$ cat src/rtl/pipelined_adder_tree_pkg.sv
// Shared types and helpers for the pipelined adder tree.
// Output modes, pipeline depth and per-level operand counts.
package adder_tree_pkg;

  typedef enum logic [1:0] {
    WRAP,
    SAT,
    FULL
  } out_mode_e;

  function automatic int levels(int n);
    return $clog2(n);
  endfunction

  // operands left after k pairwise levels: ceil(n / 2**k)
  function automatic int count_at(int n, int k);
    return (n + (1 << k) - 1) >> k;
  endfunction

endpackage

$ cat src/rtl/pipelined_adder_tree_if.sv
// Producer/consumer bundle of the adder tree.
// in_valid/in_ready/in in; out_valid/out_ready/sum/overflow out.
interface pipelined_adder_tree_if
  import adder_tree_pkg::*;
#(
  parameter int WIDTH = 8,
  parameter int N     = 4,
  parameter int OUT_W = WIDTH + levels(N)
);

  logic             in_valid;
  logic             in_ready;
  logic [WIDTH-1:0] in [N-1:0];
  logic             out_valid;
  logic             out_ready;
  logic [OUT_W-1:0] sum;
  logic             overflow;

  modport master (
    output in_valid, in, out_ready,
    input  in_ready, out_valid, sum, overflow
  );

  modport slave (
    input  in_valid, in, out_ready,
    output in_ready, out_valid, sum, overflow
  );

endinterface

$ cat src/rtl/pipelined_adder_tree_stage.sv
// One registered tree level: M operands -> ceil(M/2) sums.
// Ports: clk, rst_n, en, vld_in/out, ovf_in/out, d in, q out.
module adder_stage
  import adder_tree_pkg::*;
#(
  parameter int        IN_W     = 8,
  parameter int        M        = 4,
  parameter int        LIM_W    = 8,
  parameter bit        FINAL    = 1'b0,
  parameter out_mode_e OUT_MODE = WRAP
) (
  input  logic            clk,
  input  logic            rst_n,
  input  logic            en,
  input  logic            vld_in,
  input  logic            ovf_in,
  input  logic [IN_W-1:0] d [M],
  output logic            vld_out,
  output logic            ovf_out,
  output logic [IN_W:0]   q [(M+1)/2]
);

  localparam int K = (M + 1) / 2;
  localparam logic [IN_W:0] LIM =
    {{(IN_W + 1 - LIM_W){1'b0}}, {LIM_W{1'b1}}};

  logic [IN_W:0] s [K];
  logic [IN_W:0] r [K];
  logic [K-1:0]  big;
  logic          ovf_nxt;

  for (genvar g = 0; g < K; g++) begin : pair
    if (2 * g + 1 < M) begin : add
      assign s[g] = {1'b0, d[2*g]} + {1'b0, d[2*g+1]};
    end else begin : pass
      assign s[g] = {1'b0, d[2*g]};
    end

    // partial sums only grow, so any one past the limit
    // means the final total is past it too
    assign big[g] = s[g] > LIM;

    if (FINAL && OUT_MODE == WRAP) begin : wrap
      assign r[g] = s[g] & LIM;
    end else if (FINAL && OUT_MODE == SAT) begin : sat
      assign r[g] = ovf_nxt ? LIM : s[g];
    end else begin : keep
      assign r[g] = s[g];
    end
  end

  assign ovf_nxt = ovf_in | (|big);

  always_ff @(posedge clk or negedge rst_n) begin
    if (!rst_n) begin
      vld_out <= 1'b0;
      ovf_out <= 1'b0;
      q       <= '{default: '0};
    end else if (en) begin
      vld_out <= vld_in;
      if (vld_in) begin
        q       <= r;
        ovf_out <= ovf_nxt;
      end
    end
  end

endmodule

$ cat src/rtl/pipelined_adder_tree.sv
// Pipelined valid/ready reduction of N operands to one sum.
// Ports: clk, rst_n, bus (slave side of pipelined_adder_tree_if).
module pipelined_adder_tree
  import adder_tree_pkg::*;
#(
  parameter int        WIDTH    = 8,
  parameter int        N        = 4,
  parameter out_mode_e OUT_MODE = WRAP
) (
  input logic                   clk,
  input logic                   rst_n,
  pipelined_adder_tree_if.slave bus
);

  localparam int LEVELS = levels(N);

  logic            en;
  logic [LEVELS:0] vld;
  logic [LEVELS:0] ovf;

  // whole pipeline freezes while the result is refused
  assign en           = ~(vld[LEVELS] & ~bus.out_ready);
  assign bus.in_ready = en;

  assign vld[0] = bus.in_valid;
  assign ovf[0] = 1'b0;

  for (genvar k = 1; k <= LEVELS; k++) begin : lvl
    localparam int M = count_at(N, k - 1);
    localparam int K = count_at(N, k);

    logic [WIDTH+k-2:0] d [M];
    logic [WIDTH+k-1:0] q [K];

    if (k == 1) begin : head
      assign d = bus.in;
    end else begin : link
      assign d = lvl[k-1].q;
    end

    adder_stage #(
      .IN_W    (WIDTH + k - 1),
      .M       (M),
      .LIM_W   (WIDTH),
      .FINAL   (k == LEVELS),
      .OUT_MODE(OUT_MODE)
    ) u_stage (
      .clk    (clk),
      .rst_n  (rst_n),
      .en     (en),
      .vld_in (vld[k-1]),
      .ovf_in (ovf[k-1]),
      .d      (d),
      .vld_out(vld[k]),
      .ovf_out(ovf[k]),
      .q      (q)
    );
  end

  assign bus.out_valid = vld[LEVELS];
  assign bus.overflow  = ovf[LEVELS];
  assign bus.sum       = lvl[LEVELS].q[0];

endmodule

$ cat src/flat_wrapper.sv
// flat-port wrapper written by rule: the top's interface ports become plain ports
module pipelined_adder_tree_flat import adder_tree_pkg::*;
#(
  parameter int        WIDTH    = 8,
  parameter int        N        = 4,
  parameter out_mode_e OUT_MODE = WRAP
)
  (clk, rst_n, bus_in_valid, bus_in, bus_out_ready, bus_in_ready, bus_out_valid, bus_sum, bus_overflow);
  pipelined_adder_tree_if #(.WIDTH(WIDTH), .N(N)) bus_i ();
  input logic clk;
  input logic rst_n;
  input wire logic [$bits(bus_i.in_valid)-1:0] bus_in_valid;
  input wire logic [$bits(bus_i.in)-1:0] bus_in;
  input wire logic [$bits(bus_i.out_ready)-1:0] bus_out_ready;
  output wire logic [$bits(bus_i.in_ready)-1:0] bus_in_ready;
  output wire logic [$bits(bus_i.out_valid)-1:0] bus_out_valid;
  output wire logic [$bits(bus_i.sum)-1:0] bus_sum;
  output wire logic [$bits(bus_i.overflow)-1:0] bus_overflow;
  assign bus_i.in_valid = bus_in_valid;
  assign bus_i.in = {>>{bus_in}};
  assign bus_i.out_ready = bus_out_ready;
  assign bus_in_ready = bus_i.in_ready;
  assign bus_out_valid = bus_i.out_valid;
  assign bus_sum = bus_i.sum;
  assign bus_overflow = bus_i.overflow;
  pipelined_adder_tree #(.WIDTH(WIDTH), .N(N), .OUT_MODE(OUT_MODE)) u_core (.clk(clk), .rst_n(rst_n), .bus(bus_i));
endmodule
$ cat config.mk
export PLATFORM = sky130hd
export DESIGN_NAME = pipelined_adder_tree_flat
export DESIGN_NICKNAME = d
export VERILOG_FILES = /design/src/rtl/pipelined_adder_tree_pkg.sv /design/src/rtl/pipelined_adder_tree_if.sv /design/src/rtl/pipelined_adder_tree_stage.sv /design/src/rtl/pipelined_adder_tree.sv /design/src/flat_wrapper.sv
export SDC_FILE = /design/constraint.sdc
export NUM_CORES = 1
export LEC_CHECK = 0
export CAP_MARGIN = 20
export CORE_MARGIN = 5
export CORE_UTILIZATION = 54
export DETAILED_ROUTE_END_ITERATION = 10
export PLACE_DENSITY_LB_ADDON = 0.08
export SETUP_SLACK_MARGIN = 0.1
export SYNTH_ARGS = -nofsm -noshare
export SYNTH_HDL_FRONTEND = slang
export SYNTH_SLANG_ARGS = --single-unit
export TNS_END_PERCENT = 50
$ cat constraint.sdc
create_clock -name clk -period 5.4 [get_ports clk]
set_input_delay 1.08 -clock clk [delete_from_list [all_inputs] [get_ports clk]]
set_output_delay 1.08 -clock clk [all_outputs]
set_load 0.01 [all_outputs]
======== Yosys cells after proc, flatten, opt, wreduce, memory -nomap -nowiden ========
Cells that the tools add are included.
word-level totals
  flip-flop bits (word level) ............. 30
  bits of input ports ..................... 36
  output and inout port bits .............. 13
  logic and storage cells ................. 20
cells by class
  add/subtract/negate cells ............... 3
  magnitude comparators ................... 3
  bitwise gates (word level) .............. 4
  reduce and logical (&&, ||, !) cells .... 3
operators with widths
  cell                   count
  $add A8 B8 Y9          2
  $gt A9 B8 Y1 const B   2
  $add A9 B9 Y10         1
  $gt A10 B8 Y1 const B  1
  $reduce_and A2 Y1      2
  $not A1 Y1             2
  $reduce_or A2 Y1       1
  $and A1 B1 Y1          1
  $or A1 B1 Y1           1

======== Longest topological paths before layout ========
Gate-level depths: netlist of the first run.
  depth after elaboration ................. 4
  gate-level depth with buffers ........... 8
  depth with buffers taken out ............ 8

======== Modules after synthesis ========
Synthesis of the first run repeated with hierarchy kept, for this count alone.
second synthesis, totals
  cell total of the unflattened synthesis .. 221
  area total of the unflattened synthesis .. 2157.1 sq um
modules (own cells, without submodules)
  module                               instances  cells each  area each (sq um)  sequential area each (sq um)
  adder_stage (u_core.lvl[1].u_stage)  1          137         1378.8             500.5
  adder_stage (u_core.lvl[2].u_stage)  1          82          768.2              250.2
  pipelined_adder_tree                 1          2           10.0               0.0

======== Worst setup path before layout of the first run ========
No wires, ideal clock.
  path type ............................... input-to-reg
  start point ............................. input bus_in[0]
  end point ............................... register u_core.lvl[1].u_stage.ovf_out
  library setup time ...................... 0.140 ns
  arrival time ............................ 2.441 ns
  data required time ...................... 5.260 ns
  path slack .............................. 2.820 ns
  stages on the path ...................... 7
  path buffers ............................ 0
  cell sequence ........................... ha_1 > fa_1 > a211oi_1 > o21bai_1 > a21oi_1 > o21a_1 > a41oi_1
on the way
  cells in the longest elaborated chain, start to end .. 3
RTL lines
  what                    line                              text
  start: declaration      flat_wrapper.sv:13                input wire logic [$bits(bus_i.in)-1:0] bus_in;
  $add A8 B8 Y9           pipelined_adder_tree_stage.sv:34  assign s[g] = {1'b0, d[2*g]} + {1'b0, d[2*g+1]};
  $gt A9 B8 Y1            pipelined_adder_tree_stage.sv:41  assign big[g] = s[g] > LIM;
  $reduce_or A2 Y1        pipelined_adder_tree_stage.sv:52  assign ovf_nxt = ovf_in | (|big);
  end signal: assignment  pipelined_adder_tree_stage.sv:63  ovf_out <= ovf_nxt;
  end: declaration        pipelined_adder_tree_stage.sv:19  output logic ovf_out,
Every way passes these cells.
A chain may end at the register's enable or synchronous reset.

======== Worst setup path in the final report of the first run ========
  start point ............................. input bus_out_ready
  end point ............................... output bus_in_ready
on the way
  cells in the longest elaborated chain, start to end .. 3
RTL lines
  what                line                        text
  start: declaration  flat_wrapper.sv:14          input wire logic [$bits(bus_i.out_ready)-1:0] bus_out_ready;
  $not A1 Y1          pipelined_adder_tree.sv:22  assign en = ~(vld[LEVELS] & ~bus.out_ready);
  $and A1 B1 Y1       pipelined_adder_tree.sv:22
  $not A1 Y1          pipelined_adder_tree.sv:22
  end: declaration    flat_wrapper.sv:15          output wire logic [$bits(bus_i.in_ready)-1:0] bus_in_ready;
Every way passes these cells.

==> results of run 1 <==
per-stage QoR:
| step | hold WS, ps | cell area (um2) | instances | util | total power [mW] |
|---|---|---|---|---|---|
| 6_report | 476 | 2600 | 311 | 0.711 | 0.877 |
| 4_1_cts | 482 | 2600 | 311 | 0.711 | 0.887 |
| 3_5_place_dp | 470 | 2530 | 304 | 0.690 | 0.726 |
| 5_1_grt | 517 | 2600 | 311 | 0.711 | 0.955 |
| 3_3_place_gp | 461 | 2530 | 304 | 0.690 | 0.718 |
| 2_1_floorplan | 453 | 2040 | 216 | - | 0.581 |
worst max-delay path, cell delays in order:
cell             delay (ps)
clkdlybuf4s50_1         440
nand2b_1                260
clkdlybuf4s50_1         600
final cells by class:
cell class              count  share of cell area
inverters                   7              0.0101
multi-input cells         172               0.469
well taps                  48              0.0231
repair buffers             47               0.180
flip-flops and latches     30               0.288
clock buffers               7              0.0293
routing by layer:
metal,vias up,part of all wire,global-route usage
met5,-,0,0
met4,0,0.016,0.0689
met3,5,0.058,0.0309
met2,46,0.44,0.241
met1,713,0.49,0.206
li1,861,-,-
final timing paths:
path | end | slack, ps | depth (start not counted) | from
setup reg to reg | u_core.lvl[2].u_stage.ovf_out | 3280 | 7 | u_core.lvl[1].u_stage.q[0]
min in group asynchronous | u_core.lvl[2].u_stage.q[1] | 1190 | 2 | rst_n
max in group asynchronous | u_core.lvl[2].u_stage.vld_out | 3940 | 2 | rst_n
setup / recovery | bus_in_ready | 1940 | 3 | bus_out_ready
hold / removal | u_core.lvl[2].u_stage.q[6] | 480 | 2 | u_core.lvl[2].u_stage.q[6]
hold reg to reg | u_core.lvl[2].u_stage.q[6] | 480 | 2 | u_core.lvl[2].u_stage.q[6]
cell usage after synthesis (all sizes together) (4+ instances only):
master | instances | share of area
o21a | 4 | 0.015
dfrtp | 30 | 0.37
xor2 | 13 | 0.056
inv | 7 | 0.013
a21o | 6 | 0.022
clkbuf | 4 | 0.0074
nand2b | 4 | 0.012
a21oi | 17 | 0.042
nor2 | 5 | 0.0092
mux2 | 5 | 0.028
a211oi | 4 | 0.015
ha | 25 | 0.15
o21ai | 34 | 0.084
nand2 | 29 | 0.057
cell families (layout without fill, tap and decap cells):
family,count (synthesis),count (layout),share of synthesized area
buffers and inverters,14,61,0.0332
AOI/OAI and AO/OA,76,76,0.219
adders and majority gates,28,28,0.183
DFF,30,30,0.369
and+or+nand+nor,45,45,0.0983
other,1,2,0.00184
muxes,5,5,0.0276
xor gates and xnor gates,16,16,0.0688
sequential cells by signal (all words and copies together), names as in the netlist:
| register | count |
|---|---|
| u_core.lvl.u_stage.ovf_out | 2 |
| u_core.lvl.u_stage.q | 26 |
| u_core.lvl.u_stage.vld_out | 2 |
power breakdown:
group | switching [mW] | internal [mW] | total (mW)
Combinational | 0.186 | 0.205 | 0.391
Sequential | 0.0372 | 0.292 | 0.330
Clock | 0.0684 | 0.0882 | 0.157
Total | 0.292 | 0.585 | 0.877
==> metrics.txt, run 1 <==
most common library cell in the layout ignoring fill and taps clkdlybuf4s50_1; Final ANT Viol Nets 0; Arr. time, crit path 2380 ps; register area share after synthesis 0.369; DRC viols 0; kind of critical path primary input to primary output; clock skew around 2.6 ps; Reg clk slew, reported paths approximately 50 ps; Max-Cap Viols 0; row count 22; multi-input logic area 0.00122 mm2; die area 0.00510 mm2; dpl hpwl ~3000 um; root buffer cell clkbuf_8; Detailed Routing Iterations Pass 1 4; commonest non-fill, non-tap cells in the layout 46 x clkdlybuf4s50_1, 31 x o21ai_0, 30 x dfrtp_1; initial antenna violation count 0; Least-Margin Pin Slew approximately 940 ps; Hold Path Class flip-flop to flip-flop; vias 1,625; Cells after Synth around 220; fmax ~0.29 GHz; Clk Latency, worst-skew pair 270 ps; Die W a little over 70 um; share of post-route cells with drive strength above 1 0.0456; Clock Sinks 30; Placer Congestion between 0.8 and 0.9; final setup fails 0; CP Launch Type primary input; post-CTS setup buffers 0; initial DRC count between 40 and 50; vias in the first global route 1,514; DRT Wirelength roughly 3600 um; Area growth, synth to finish 27.8%; TritonCTS clock tree yes; CTS Buf Count 5; I/O Pins roughly 50; Mapped Area 0.00204 mm2; largest net degree at the start of global routing 35; fillers 318; post_cts resized 0; Post-synth ARST share 1.00; crit share post-route 0.640; Post-synth EDFFs 0; TNS Setup 0 ps; global-route wire length before repair 6420 um; pre-CTS setup slack between 1500 and 2000 ps; synthesized flop and latch total 30; CTS max path bufs 2; # hold bufs at CTS 0; Nets between 300 and 400; Yosys Warn Count 0; Overflow after GRT 0; RSZ-0062 raised after global routing false; Buffers on Ports 46; Tmin final ~3500 ps; Die Ht just over 70 um; relative slew slack 0.369; Avg Vias per Cell 5.23; P per Cell Area 337 mW/mm2; final hold viol count 0; Initial Util 0.556; # diodes 0; worst vdd ir between 0.0001 and 0.00015 V; CP required around 4300 ps; Worst Path Max Fanout 7; H-tree depth 2; status completed; area taken by flip-flops and latches between 700 and 800 um2; Syn Area/Cell between 9 and 10 um2; routed len/inst ~12 um; Final Max Slew Viols 0; leakage roughly 1.2 nW; nature of the critical path endpoint primary output; synth unique cells 34; top_reg_cell synth dfrtp_1; global router's overall resource usage 0.154; core area roughly 0.0037 mm2; PnR worst setup slack 1940 ps
(Power assumes the default switching activity.)
==> run 2, diff against run 1 <==
--- a/config.mk
+++ b/config.mk
@@ -7,7 +7,7 @@
 export LEC_CHECK = 0
 export CAP_MARGIN = 20
 export CORE_MARGIN = 5
-export CORE_UTILIZATION = 54
+export CORE_UTILIZATION = 50
 export DETAILED_ROUTE_END_ITERATION = 10
 export PLACE_DENSITY_LB_ADDON = 0.08
 export SETUP_SLACK_MARGIN = 0.1
==> constraint.sdc (replaced) <==
create_clock -name clk -period 3.6 [get_ports clk]
set_input_delay 0.72 -clock clk [delete_from_list [all_inputs] [get_ports clk]]
set_output_delay 0.72 -clock clk [all_outputs]
set_load 0.01 [all_outputs]
==> run 2 against run 1 <==
Utilization shrank 5.1 points. Register-to-register slack worse by 1800 ps. Combinational power increased by 51%. Sequential cell count unchanged. Sequential share of layout area shrank 0.19 points. Worst setup slack worse by 1100 ps. Critical path type unchanged.
==> metrics.txt, run 2 (synthesized netlist as in run 1, its figures left out) <==
Worst Path Max Fanout 7 (unchanged); Final ANT Viol Nets 0 (unchanged); Final Instance Count excl. Fillers 315 (was 311); final instance area 0.00262 mm2 (was 0.00260 mm2); DRT Wirelength 3750 um (was 3580 um); post-CTS setup buffers 0 (unchanged); Avg Vias per Cell 5.30 (was 5.23); Clock Sinks 30 (unchanged); pre-CTS setup slack 781 ps (was 1930 ps); core area 0.00397 mm2 (was 0.00366 mm2); share of post-route cells with drive strength above 1 0.0528 (was 0.0456); PnR worst setup slack 812 ps (was 1940 ps); kind of critical path primary input to primary output (unchanged); Placed Instances 308 (was 304); Tot Pwr 1.33 mW (was 0.877 mW); P per Cell Area 506 mW/mm2 (was 337 mW/mm2); multi-input logic area 0.00122 mm2 (unchanged); # diodes 0 (unchanged); initial antenna violation count 0 (unchanged); Max-Cap Viols 0 (unchanged); fmax roughly 0.36 GHz; Buffers on Ports 46 (unchanged); dpl hpwl 3100 um (was 2990 um); Placer Congestion 0.764 (was 0.864); TritonCTS clock tree yes (unchanged); final setup fails 0 (unchanged); row count 23 (was 22); # hold bufs at CTS 0 (unchanged); Most flops, register u_core.lvl.u_stage.q (unchanged); CP max-delay cell clkdlybuf4s50_1 (unchanged); largest registers u_core.lvl.u_stage.q (26), u_core.lvl.u_stage.ovf_out (2), u_core.lvl.u_stage.vld_out (2) (unchanged); relative slew slack 0.421 (was 0.369); Clk Latency, worst-skew pair 270 ps (about the same); placed inst area 0.00254 mm2 (was 0.00253 mm2); CP peak stage delay 610 ps (was 600 ps); initial DRC count 69 (was 47); Area growth, synth to finish 28.7% (was 27.8%); Die Ht 73.8 um (was 71.4 um); Nets 329 (was 327); area taken by flip-flops and latches 751 um2 (unchanged); vias in the first global route 1,540 (was 1,514); root buffer cell clkbuf_8 (unchanged); commonest non-fill, non-tap cells in the layout 46 x clkdlybuf4s50_1, 31 x o21ai_0, 30 x dfrtp_1 (unchanged); Arr. time, crit path 2070 ps (was 2380 ps); final hold viol count 0 (unchanged); max reg flops 26 (unchanged); clock skew 2.89 ps (was 2.59 ps); Initial Util 0.513 (was 0.556); Least-Margin Pin Slew 866 ps (was 944 ps); global-route wire length before repair 6450 um (was 6420 um); worst vdd ir 0.000198 V (was 0.000107 V); H-tree depth 2 (unchanged); Hold Path Class flip-flop to flip-flop (unchanged); post_cts resized 0 (unchanged); Most Frequent Cell on Critical Path clkdlybuf4s50_1 (unchanged); critical path, cell by cell clkdlybuf4s50_1 > nand2b_1 > clkdlybuf4s50_1 (unchanged); status completed (unchanged); DRC viols 0 (unchanged); Detailed Routing Iterations Pass 1 4 (unchanged); nature of the critical path endpoint primary output (unchanged); CTS max path bufs 2 (unchanged); WHS 474 ps (was 476 ps); TNS Setup 0 ps (unchanged); RSZ-0062 raised after global routing false (unchanged); Die W 73.8 um (was 71.4 um); die area 0.00545 mm2 (was 0.00510 mm2); vias 1,670 (was 1,625); Overflow after GRT 0 (unchanged); CTS Buf Count 5 (unchanged); CP required 2880 ps (was 4320 ps); routed len/inst 11.9 um (was 11.5 um); global router's overall resource usage 0.152 (was 0.154); most common library cell in the layout ignoring fill and taps clkdlybuf4s50_1 (unchanged); leakage 1.18 nW (was 1.17 nW); Final Max Slew Viols 0 (unchanged); Final Util 0.660 (was 0.711); CP Launch Type primary input (unchanged); largest net degree at the start of global routing 31 (was 35); fillers 356 (was 318); Reg clk slew, reported paths 50 ps (about the same); Tmin final ~2800 ps; I/O Pins 49 (unchanged); crit share post-route 0.774
## run 2: changes by cell type in the layout (fill, tap and decap cells not counted), sizes merged
cell,previous run,this run
buf,1,3
## run 2: per-layer routing
layer | track usage | wire length (um) | up-vias
met4 | 0.0543 | 55 | 0
met2 | 0.261 | 1740 | 44
met1 | 0.181 | 1720 | 753
met5 | 0 | 0 | -
met3 | 0.0397 | 237 | 7
li1 | - | - | 866
## run 2: worst paths after layout
path | from | end | slack, ps | depth (start not counted)
hold / removal | u_core.lvl[2].u_stage.q[7] | u_core.lvl[2].u_stage.q[7] | 470 | 2
setup / recovery | bus_out_ready | bus_in_ready | 810 | 3
max in group asynchronous | rst_n | u_core.lvl[1].u_stage.ovf_out | 2500 | 2
setup reg to reg | u_core.lvl[1].u_stage.q[0] | u_core.lvl[2].u_stage.ovf_out | 1470 | 7
min in group asynchronous | rst_n | u_core.lvl[2].u_stage.q[0] | 830 | 2
hold reg to reg | u_core.lvl[2].u_stage.q[7] | u_core.lvl[2].u_stage.q[7] | 470 | 2
## run 2: power by group
| group | total (mW) | leakage, nW | switching [mW] | internal (mW) |
|---|---|---|---|---|
| Sequential | 0.495 | 0.361 | 0.0562 | 0.438 |
| Combinational | 0.591 | 0.782 | 0.281 | 0.309 |
| Clock | 0.241 | 0.0383 | 0.108 | 0.132 |
| Total | 1.33 | 1.18 | 0.446 | 0.880 |
## run 2: layout make-up
cell class              instances  area share
inverters                       7      0.0100
flip-flops and latches         30       0.286
multi-input cells             172       0.466
repair buffers                 49       0.184
well taps                      50      0.0239
clock buffers                   7      0.0291
## run 2: worst max-delay path: cells and delay by family
family                 cells  cell delay (ps)
and+or+nand+nor            1              290
buffers and inverters      2             1060
